[config.mk]
export PLATFORM = sky130hd
export DESIGN_NAME = part_init_bridge_flat
export DESIGN_NICKNAME = d
export VERILOG_FILES = /design/src/rtl/part_init_bridge_if.sv /design/src/rtl/part_init_bridge.sv /design/src/flat_wrapper.sv
export SDC_FILE = /design/constraint.sdc
export NUM_CORES = 1
export LEC_CHECK = 0
export CORE_AREA = 5 5 113 94
export CTS_CLUSTER_DIAMETER = 50
export CTS_CLUSTER_SIZE = 12
export DETAILED_ROUTE_END_ITERATION = 10
export DIE_AREA = 0 0 118 99
export GPL_TIMING_DRIVEN = 0
export PLACE_DENSITY = 0.87
export SLEW_MARGIN = 10
export SYNTH_ARGS = -nofsm -noshare
export SYNTH_HDL_FRONTEND = slang
export SYNTH_SLANG_ARGS = --single-unit
[constraint.sdc]
create_clock -name clk_i -period 3.5 [get_ports clk_i]
set_clock_uncertainty 0.15 [all_clocks]
set_input_delay 0.7 -clock clk_i [delete_from_list [all_inputs] [get_ports clk_i]]
set_output_delay 0.7 -clock clk_i [all_outputs]
set_load 0.01 [all_outputs]
[src/rtl/part_init_bridge_if.sv]
// Purpose: valid/ready transport bundle between part_init_bridge and the
//          transport adapter.
// Signals: tx_valid/tx_ready/tx_ch/tx_data - outbound snapshot vector
//          rx_valid/rx_ch/rx_data          - inbound target response (no ready)
// Modports: master = bridge side, slave = transport adapter side.
interface part_init_bridge_if #(
  parameter int unsigned NUM_CH = 4,
  parameter int unsigned DATA_W = 9
);
  localparam int unsigned CH_W = (NUM_CH > 1) ? $clog2(NUM_CH) : 1;

  logic              tx_valid;
  logic              tx_ready;
  logic [CH_W-1:0]   tx_ch;
  logic [DATA_W-1:0] tx_data;
  logic              rx_valid;
  logic [CH_W-1:0]   rx_ch;
  logic [DATA_W-1:0] rx_data;

  modport master (
    output tx_valid, tx_ch, tx_data,
    input  tx_ready, rx_valid, rx_ch, rx_data
  );

  modport slave (
    input  tx_valid, tx_ch, tx_data,
    output tx_ready, rx_valid, rx_ch, rx_data
  );
endinterface

[src/rtl/part_init_bridge.sv]
// Purpose: multi-channel initiator-side partition bridge. Snapshots SUT data
//          on each rising mission-clock level, serves pending channels
//          round-robin through one send/receive engine and freezes each
//          mission clock until that channel's response arrives.
// Ports:   clk_i, rst_ni (sync, active-low)
//          bus          - part_init_bridge_if.master (tx_* out, rx_* in)
//          mclk_i       - mission clock levels, one per channel
//          put_en_i     - send the snapshot to the target
//          get_en_i     - wait for the target response
//          sut_data_i   - per-channel SUT data, channel c at [c*DATA_W +: DATA_W]
//          freeze_clk_o - per-channel mission clock hold
//          rcv_valid_o  - one-cycle pulse per channel on stored response
//          rcv_data_o   - last response per channel
//          rx_drop_o    - pulse when an inbound response is discarded
//          ovf_o        - sticky, mission edge while channel still pending
//          wdog_err_o / wdog_ch_o - sticky watchdog timeout and its channel
// Option:  define PART_INIT_WDOG_EN to enable the WAIT-state watchdog.
module part_init_bridge #(
  parameter int unsigned NUM_CH   = 4,
  parameter int unsigned DATA_W   = 9,
  parameter int unsigned WDOG_MAX = 10000
) (
  input  logic                     clk_i,
  input  logic                     rst_ni,
  part_init_bridge_if.master       bus,
  input  logic [NUM_CH-1:0]        mclk_i,
  input  logic                     put_en_i,
  input  logic                     get_en_i,
  input  logic [NUM_CH*DATA_W-1:0] sut_data_i,
  output logic [NUM_CH-1:0]        freeze_clk_o,
  output logic [NUM_CH-1:0]        rcv_valid_o,
  output logic [NUM_CH*DATA_W-1:0] rcv_data_o,
  output logic                     rx_drop_o,
  output logic [NUM_CH-1:0]        ovf_o,
  output logic                     wdog_err_o,
  output logic [((NUM_CH > 1) ? $clog2(NUM_CH) : 1)-1:0] wdog_ch_o
);
  localparam int unsigned CH_W = (NUM_CH > 1) ? $clog2(NUM_CH) : 1;

  typedef enum logic [1:0] {ST_IDLE, ST_SEND, ST_WAIT} state_e;

  state_e                   state_q, state_d;
  logic [CH_W-1:0]          cur_q, cur_d;
  logic [CH_W-1:0]          last_q, last_d;
  logic [NUM_CH-1:0]        mclk_q;
  logic [NUM_CH-1:0]        pending_q, pending_d;
  logic [NUM_CH-1:0]        freeze_q;
  logic [NUM_CH-1:0]        ovf_q, ovf_d;
  logic [NUM_CH-1:0]        rcv_valid_q;
  logic [NUM_CH*DATA_W-1:0] rcv_data_q;
  logic                     rx_drop_q;
  logic [DATA_W-1:0]        hold_q [NUM_CH];

  logic [NUM_CH-1:0]        edge_c, set_c, clr_c, cur_oh_c;
  logic [CH_W-1:0]          pick_c, idx_c;
  logic                     found_c;
  logic                     rx_hit_c, wdog_hit_c, accept_c;
  logic                     tx_valid_c;
  logic [CH_W-1:0]          tx_ch_c;
  logic [DATA_W-1:0]        tx_data_c;

  assign edge_c   = mclk_i & ~mclk_q;
  assign cur_oh_c = NUM_CH'(1) << cur_q;
  assign rx_hit_c = (state_q == ST_WAIT) && bus.rx_valid && (bus.rx_ch == cur_q);

  // A clear and a new edge in the same cycle: the edge starts a fresh pending.
  assign set_c     = edge_c & (~pending_q | clr_c);
  assign pending_d = (pending_q & ~clr_c) | set_c;
  assign ovf_d     = ovf_q | (edge_c & pending_q & ~clr_c);

  // Round-robin: first pending channel after the last one picked.
  always_comb begin
    pick_c  = last_q;
    found_c = 1'b0;
    idx_c   = '0;
    for (int unsigned i = 1; i <= NUM_CH; i++) begin
      idx_c = CH_W'((int'(last_q) + i) % NUM_CH);
      if (!found_c && pending_q[idx_c]) begin
        pick_c  = idx_c;
        found_c = 1'b1;
      end
    end
  end

  // FSM next state
  always_comb begin
    state_d = state_q;
    case (state_q)
      ST_IDLE: if (|pending_q) begin
        if (put_en_i)      state_d = ST_SEND;
        else if (get_en_i) state_d = ST_WAIT;
      end
      ST_SEND: if (bus.tx_ready) state_d = get_en_i ? ST_WAIT : ST_IDLE;
      ST_WAIT: if (rx_hit_c || wdog_hit_c) state_d = ST_IDLE;
      default: state_d = ST_IDLE;
    endcase
  end

  // FSM outputs and per-state control
  always_comb begin
    cur_d      = cur_q;
    last_d     = last_q;
    clr_c      = '0;
    accept_c   = 1'b0;
    tx_valid_c = 1'b0;
    tx_ch_c    = '0;
    tx_data_c  = '0;
    case (state_q)
      ST_IDLE: if (|pending_q) begin
        cur_d  = pick_c;
        last_d = pick_c;
        if (!put_en_i && !get_en_i) clr_c = NUM_CH'(1) << pick_c;
      end
      ST_SEND: begin
        tx_valid_c = 1'b1;
        tx_ch_c    = cur_q;
        tx_data_c  = hold_q[cur_q];
        if (bus.tx_ready && !get_en_i) clr_c = cur_oh_c;
      end
      ST_WAIT: begin
        if (rx_hit_c) begin
          accept_c = 1'b1;
          clr_c    = cur_oh_c;
        end else if (wdog_hit_c) begin
          clr_c    = cur_oh_c;
        end
      end
      default: ;
    endcase
  end

  // State register and datapath
  always_ff @(posedge clk_i) begin
    if (!rst_ni) begin
      state_q     <= ST_IDLE;
      cur_q       <= '0;
      last_q      <= CH_W'(NUM_CH - 1);
      mclk_q      <= '0;
      pending_q   <= '0;
      freeze_q    <= '0;
      ovf_q       <= '0;
      rcv_valid_q <= '0;
      rcv_data_q  <= '0;
      rx_drop_q   <= 1'b0;
      for (int unsigned c = 0; c < NUM_CH; c++) hold_q[c] <= '0;
    end else begin
      state_q     <= state_d;
      cur_q       <= cur_d;
      last_q      <= last_d;
      mclk_q      <= mclk_i;
      pending_q   <= pending_d;
      freeze_q    <= pending_q;
      ovf_q       <= ovf_d;
      rcv_valid_q <= accept_c ? cur_oh_c : '0;
      rx_drop_q   <= bus.rx_valid && !accept_c;
      if (accept_c) rcv_data_q[int'(cur_q)*DATA_W +: DATA_W] <= bus.rx_data;
      for (int unsigned c = 0; c < NUM_CH; c++) begin
        if (set_c[c]) hold_q[c] <= sut_data_i[c*DATA_W +: DATA_W];
      end
    end
  end

`ifdef PART_INIT_WDOG_EN
  localparam int unsigned CNT_W = $clog2(WDOG_MAX + 1);

  logic [CNT_W-1:0] cnt_q;
  logic             wdog_err_q;
  logic [CH_W-1:0]  wdog_ch_q;

  assign wdog_hit_c = (state_q == ST_WAIT) && !rx_hit_c && (cnt_q == CNT_W'(WDOG_MAX));

  // Counter is zero outside WAIT, so it restarts on every WAIT entry.
  always_ff @(posedge clk_i) begin
    if (!rst_ni) begin
      cnt_q      <= '0;
      wdog_err_q <= 1'b0;
      wdog_ch_q  <= '0;
    end else begin
      if (state_q != ST_WAIT)                 cnt_q <= '0;
      else if (cnt_q != CNT_W'(WDOG_MAX))     cnt_q <= cnt_q + CNT_W'(1);
      if (wdog_hit_c) begin
        wdog_err_q <= 1'b1;
        wdog_ch_q  <= cur_q;
      end
    end
  end

  assign wdog_err_o = wdog_err_q;
  assign wdog_ch_o  = wdog_ch_q;
`else
  logic unused_wdog_c;

  assign wdog_hit_c    = 1'b0;
  assign wdog_err_o    = 1'b0;
  assign wdog_ch_o     = '0;
  assign unused_wdog_c = ^32'(WDOG_MAX);
`endif

  assign bus.tx_valid  = tx_valid_c;
  assign bus.tx_ch     = tx_ch_c;
  assign bus.tx_data   = tx_data_c;
  assign freeze_clk_o  = freeze_q;
  assign rcv_valid_o   = rcv_valid_q;
  assign rcv_data_o    = rcv_data_q;
  assign rx_drop_o     = rx_drop_q;
  assign ovf_o         = ovf_q;
endmodule
[src/flat_wrapper.sv]
// flat-port wrapper written by rule: the top's interface ports become plain ports
module part_init_bridge_flat 
#(
  parameter int unsigned NUM_CH   = 4,
  parameter int unsigned DATA_W   = 9,
  parameter int unsigned WDOG_MAX = 10000
)
  (clk_i, rst_ni, mclk_i, put_en_i, get_en_i, sut_data_i, freeze_clk_o, rcv_valid_o, rcv_data_o, rx_drop_o, ovf_o, wdog_err_o, wdog_ch_o, bus_tx_valid, bus_tx_ch, bus_tx_data, bus_tx_ready, bus_rx_valid, bus_rx_ch, bus_rx_data);
  part_init_bridge_if #(.NUM_CH(NUM_CH), .DATA_W(DATA_W)) bus_i ();
  input  logic clk_i;
  input  logic rst_ni;
  input  logic [NUM_CH-1:0] mclk_i;
  input  logic put_en_i;
  input  logic get_en_i;
  input  logic [NUM_CH*DATA_W-1:0] sut_data_i;
  output logic [NUM_CH-1:0] freeze_clk_o;
  output logic [NUM_CH-1:0] rcv_valid_o;
  output logic [NUM_CH*DATA_W-1:0] rcv_data_o;
  output logic rx_drop_o;
  output logic [NUM_CH-1:0] ovf_o;
  output logic wdog_err_o;
  output logic [((NUM_CH > 1) ? $clog2(NUM_CH) : 1)-1:0] wdog_ch_o;
  output wire logic [$bits(bus_i.tx_valid)-1:0] bus_tx_valid;
  output wire logic [$bits(bus_i.tx_ch)-1:0] bus_tx_ch;
  output wire logic [$bits(bus_i.tx_data)-1:0] bus_tx_data;
  input wire logic [$bits(bus_i.tx_ready)-1:0] bus_tx_ready;
  input wire logic [$bits(bus_i.rx_valid)-1:0] bus_rx_valid;
  input wire logic [$bits(bus_i.rx_ch)-1:0] bus_rx_ch;
  input wire logic [$bits(bus_i.rx_data)-1:0] bus_rx_data;
  assign bus_tx_valid = bus_i.tx_valid;
  assign bus_tx_ch = bus_i.tx_ch;
  assign bus_tx_data = bus_i.tx_data;
  assign bus_i.tx_ready = bus_tx_ready;
  assign bus_i.rx_valid = bus_rx_valid;
  assign bus_i.rx_ch = bus_rx_ch;
  assign bus_i.rx_data = bus_rx_data;
  part_init_bridge #(.NUM_CH(NUM_CH), .DATA_W(DATA_W), .WDOG_MAX(WDOG_MAX)) u_core (.clk_i(clk_i), .rst_ni(rst_ni), .bus(bus_i), .mclk_i(mclk_i), .put_en_i(put_en_i), .get_en_i(get_en_i), .sut_data_i(sut_data_i), .freeze_clk_o(freeze_clk_o), .rcv_valid_o(rcv_valid_o), .rcv_data_o(rcv_data_o), .rx_drop_o(rx_drop_o), .ovf_o(ovf_o), .wdog_err_o(wdog_err_o), .wdog_ch_o(wdog_ch_o));
endmodule
Word level (Yosys, flattened, before mapping)
Memory sizes are Yosys's and may differ from the RTL's. A register that Yosys moved wholly into a read port is not among the register bits. Index checks and enable logic that the tools add are counted.

Add/subtract/negate cells: 5. Multiply operators: 1. Magnitude comparators: 4. Equality and inequality tests: 7. Shift-type cells: 4. Mux-type cells: 52. Bitwise gates (word level): 15. Reductions and logical operators: 19.

Operator list (number): $mux W9 (5); $bwmux W36 (1); $shift A9 B34 Y36 const A (1); $shiftx A9 B34 Y36 (1); $neg A6 Y34 (1); $mux W2 (13); $mux W1 (23); $and A4 B4 Y4 (5); $mux W4 (4); $lt A2 B3 Y1 const B (4); $not A4 Y4 (3); $or A4 B4 Y4 (3); $pmux W4 S3 (1); $bmux W1 S2 (4); $logic_and A1 B1 Y1 (8); $shl A1 B2 Y4 const A (2); $logic_not A1 Y1 (6); $mul A2 B4 Y6 const B (1); $pmux W2 S3 (1); $add A2 B1 Y2 const B (2); $add A2 B2 Y2 const B (2); $ne A2 B1 Y1 const B (2); $or A1 B1 Y1 (4); $reduce_and A2 Y1 (2); other kinds (8) (8).

Register bits after elaboration: 63. Bits in writable memories: 36. Logic and storage cells: 118. Memories: 1.

Memories: u_core.hold_q (depth 4, width 9, read ports 1, clocked after Yosys merged registers in 1, write ports 4, RTL line part_init_bridge.sv:52) `logic [DATA_W-1:0] hold_q [NUM_CH];`.

Depth between registers and ports, before layout
Depth after elaboration: 23. Mapped depth: 7. Mapped depth without buffers: 7.

Worst setup path after synthesis
OpenSTA, ideal clock, no wires.

Kind: in2reg. From: in get_en_i. To: mem u_core.hold_q[3][0], enable pin. Arrival time: 2.469 ns. Required time: 2.963 ns. Slack: 0.494 ns. Cell stages on the path: 6. Path buffers: 1. Cell sequence: or4bb_1 -> o31a_1 -> o21ai_0 -> a21oi_2 -> buf_6 -> o21ai_0.

RTL lines: start, declared (RTL line flat_wrapper.sv:14) `input logic get_en_i;`; end, declared (RTL line part_init_bridge.sv:52).

==> flow_summary.json <==
{
  "cts_sinks": 101,
  "slew_viol_final": 0,
  "dr.first_iter.drc_count": 286,
  "crit_type": "in2reg",
  "leakagePower_nw": 2.193,
  "end_kind": "flop",
  "grt_max_degree": 22,
  "routedWlPerCell_um": 18.50,
  "total_power_mw": 2.864,
  "core.rowCount": 32,
  "antenna_found_initial": 0,
  "reg2reg_from": "u_core.pending_q[0]",
  "grt_pass1_wl_mm": 19.51,
  "setup_viol": 0,
  "fillCellCount": 738,
  "ant_nets": 0,
  "synth_enable_flop_cells": 36,
  "synth_ff_type": "dfxtp_1",
  "r2r-end": "u_core.hold_q[2][8]",
  "drtPass1Iterations": 5,
  "rrSetupSlack_ps": 620,
  "yosysSeqAreaShare_pct": 54.31,
  "slowest_stage": "o21ai_1",
  "htree_levels": 3,
  "initial_core_util_pct": 46.82,
  "synth_area_mm2": 0.004387,
  "crit_buf_inv": 2,
  "p_per_area_mw_per_mm2": 476.2,
  "hold_viol": 0,
  "reg2regPathDepth": 6,
  "synth_area_leaders": "dfxtp_1 30%, edfxtp_1 25%, and2_1 6.7%",
  "synthDistinctLibCells": 53,
  "fin_crit_sh_pct": 93.12,
  "portBuffers": 116,
  "cts_tree": "yes",
  "synth_xor_area_share_pct": 0.3993,
  "clock-root-buffer": "clkbuf_16",
  "synthCells": 418,
  "avgSynthCellArea_um2": 10.49,
  "core_mm2": 0.009369,
  "crit_arrival_ps": 3080,
  "grt_overflow_total": 0,
  "yosysMostFrequentCell": "dfxtp_1",
  "synth-seq-cells": 101,
  "die_h_um": 99,
  "io_pins": 121,
  "hp-start": "u_core.rcv_data_o[6]",
  "cap_violations": 0,
  "vias_per_cell": 5.552,
  "async_flop_share_pct": 0,
  "fmax_ghz": 0.3068,
  "outcome": "finished, final reports clean",
  "slew_headroom_pct": 36.29,
  "synth_compound_area_share_pct": 10.92,
  "cp_top_family": "compound AO/OA/AOI/OAI gates",
  "yosysTopAreaCellShare_pct": 29.66,
  "clk-insertion-delay-late_ps": 340,
  "start_kind": "input pin",
  "clk_pin_slew_ps": 80,
  "die_area_mm2": 0.01168,
  "hold_class": "reg2reg",
  "worst_slew_pin_slew_ps": 949.3,
  "tritoncts.num_buffers": 9,
  "synth.yosys.warnings": 0,
  "synthMuxAreaShare_pct": 4.621,
  "synth_common_cells": "65 x dfxtp_1, 47 x and2_1, 47 x nand2_1",
  "syn2layout_area_growth_pct": 37.08,
  "netlist.top_cell.by_area": "dfxtp_1",
  "antennaDiodeCount": 0,
  "dp_hpwl_mm": 9.292,
  "synth_top_family_by_area": "simple AND/OR/NAND/NOR gates",
  "vias": 3731,
  "wirelength_mm": 12.43,
  "postCtsHoldBufs": 0,
  "placed_cell_area_mm2": 0.005712,
  "globalplace.congestion": 0.8636,
  "rsz0062_at_grt": "no",
  "nets": 613,
  "grt_pass1_vias": 3769,
  "required_ps": 3330,
  "drc": 0,
  "synthSimpleGateAreaFrac_pct": 23.90,
  "slowest_delay_ps": 640,
  "path_depth": 7,
  "fin_crit_ps": 3259,
  "crit_end": "u_core.hold_q[3][0]",
  "cts.path.max_buffers": 2,
  "gr-usage-all-layers_pct": 20.89,
  "drive_gt1_share_pct": 10.85,
  "worstPathMaxFanout": 10,
  "synth-adder-area-share_pct": 2.282,
  "peakVddDrop_mv": 0.4036,
  "cp-startpoint": "bus_tx_ready",
  "final_cell_area_mm2": 0.006013,
  "die-width_um": 118,
  "path_cells": "clkdlybuf4s50_1, or4bb_1, o31a_1, o21ai_0, a21oi_2, buf_6, o21ai_1"
}
-- metal layers --
| layer | vias to the layer above | track usage (%) | part of all wire, % |
|---|---|---|---|
| li1 | 1726 | - | - |
| met1 | 1792 | 26.29 | 42 |
| met2 | 181 | 34.65 | 49 |
| met3 | 32 | 5.852 | 7.0 |
| met4 | 0 | 7.407 | 2.2 |
| met5 | - | 0 | 0 |
-- worst register-to-register path, delay by kind of cell (launching register included) --
kind | cells | cell delay, ps
AND/OR/NAND/NOR | 3 | 740
AO/OA/AOI/OAI | 2 | 960
flip-flops | 1 | 490
buffers and inverters | 1 | 170
-- cell families after synthesis --
group	after synthesis
xor gates and xnor gates	2
DFF	101
and+or+nand+nor	186
buffers and inverters	33
muxes	9
other	1
adders and majority gates	8
AOI/OAI and AO/OA	78
-- report_power, final --
group | total [mW] | internal, mW | leakage, nW | switching [mW]
Sequential | 1.34 | 1.29 | 0.913 | 0.0490
Combinational | 0.527 | 0.237 | 1.13 | 0.290
Clock | 0.994 | 0.514 | 0.150 | 0.481
Total | 2.86 | 2.04 | 2.19 | 0.820
-- stage by stage --
| step | cells | util, % | setup slack (ps) | hold WS [ps] | TNS (ps) |
|---|---|---|---|---|---|
| detailed placement | 656 | 60.96 | -514.5 | 296.5 | -5004 |
| global placement | 655 | 60.88 | -500.5 | 288.9 | -12710 |
| floorplan | 420 | - | 493.7 | 326.1 | 0 |
| global route | 672 | 64.18 | 78.33 | 325.0 | 0 |
| finish | 672 | 64.18 | 240.8 | 307.8 | 0 |
| CTS | 672 | 64.18 | 218.8 | 310.5 | 0 |
-- timing repair --
action                     4_1_cts  5_1_grt
setup buffers                    0        0
gates resized for setup          1        0
setup endpoints to repair        9        0
-- registers in the layout, summed over array words and instances (netlist names), named ones only --
signal               cells
u_core.rx_drop_o         1
u_core.rcv_valid_o       4
u_core.mclk_q            4
u_core.rcv_data_o       36
u_core.hold_q           36
u_core.state_q           2
u_core.ovf_o             4
u_core.last_q            2
u_core.pending_q         4
u_core.cur_q             2
u_core.freeze_clk_o      4
-- placed cells by master, fill, tap and decap left out, types with 2 or more instances in the layout --
master and count:
dfxtp_1 65, a21oi_1 40, buf_4 4, and2_1 47, edfxtp_1 36, a21oi_2 2, clkdlybuf4s50_1 116, o21ai_0 10
nand2_1 47, inv_8 3, o21ai_1 4, nand2b_1 8, nor3b_2 9, nor2_1 14, a21o_1 2, nor4_1 3
ha_1 8, and3_1 5, buf_2 7, nor3_1 4, inv_1 9, nand3_1 37, xor2_1 2, or3_1 2
o21a_1 3, mux4_2 9, or2_2 3, clkbuf_16 9, clkbuf_1 11, conb_1 3, inv_6 2, a22o_1 2
-- area by class of cell --
cell class / instances / area, um2 / area share (%)
flip-flops and latches: 101 / 2382 / 39.62
inverters: 9 / 33.78 / 0.5618
multi-input cells: 286 / 1859 / 30.92
plain buffers: 24 / 118.9 / 1.977
clock inverters: 7 / 76.32 / 1.269
repair buffers: 117 / 1169 / 19.43
clock buffers: 9 / 225.2 / 3.745
well taps: 119 / 148.9 / 2.476
-- how the worst min path moves through the flow --
stage,end,slack (ps),cells past startpoint
3_5_place_dp,u_core.rcv_data_o[6],300,2
2_1_floorplan,u_core.rcv_data_o[0],330,2
6_report,u_core.rcv_data_o[6],310,2
4_1_cts,u_core.rcv_data_o[7],310,2
5_1_grt,u_core.rcv_data_o[4],320,2
3_3_place_gp,u_core.rcv_data_o[7],290,2
Note: power is estimated with default switching activity, not from simulation.
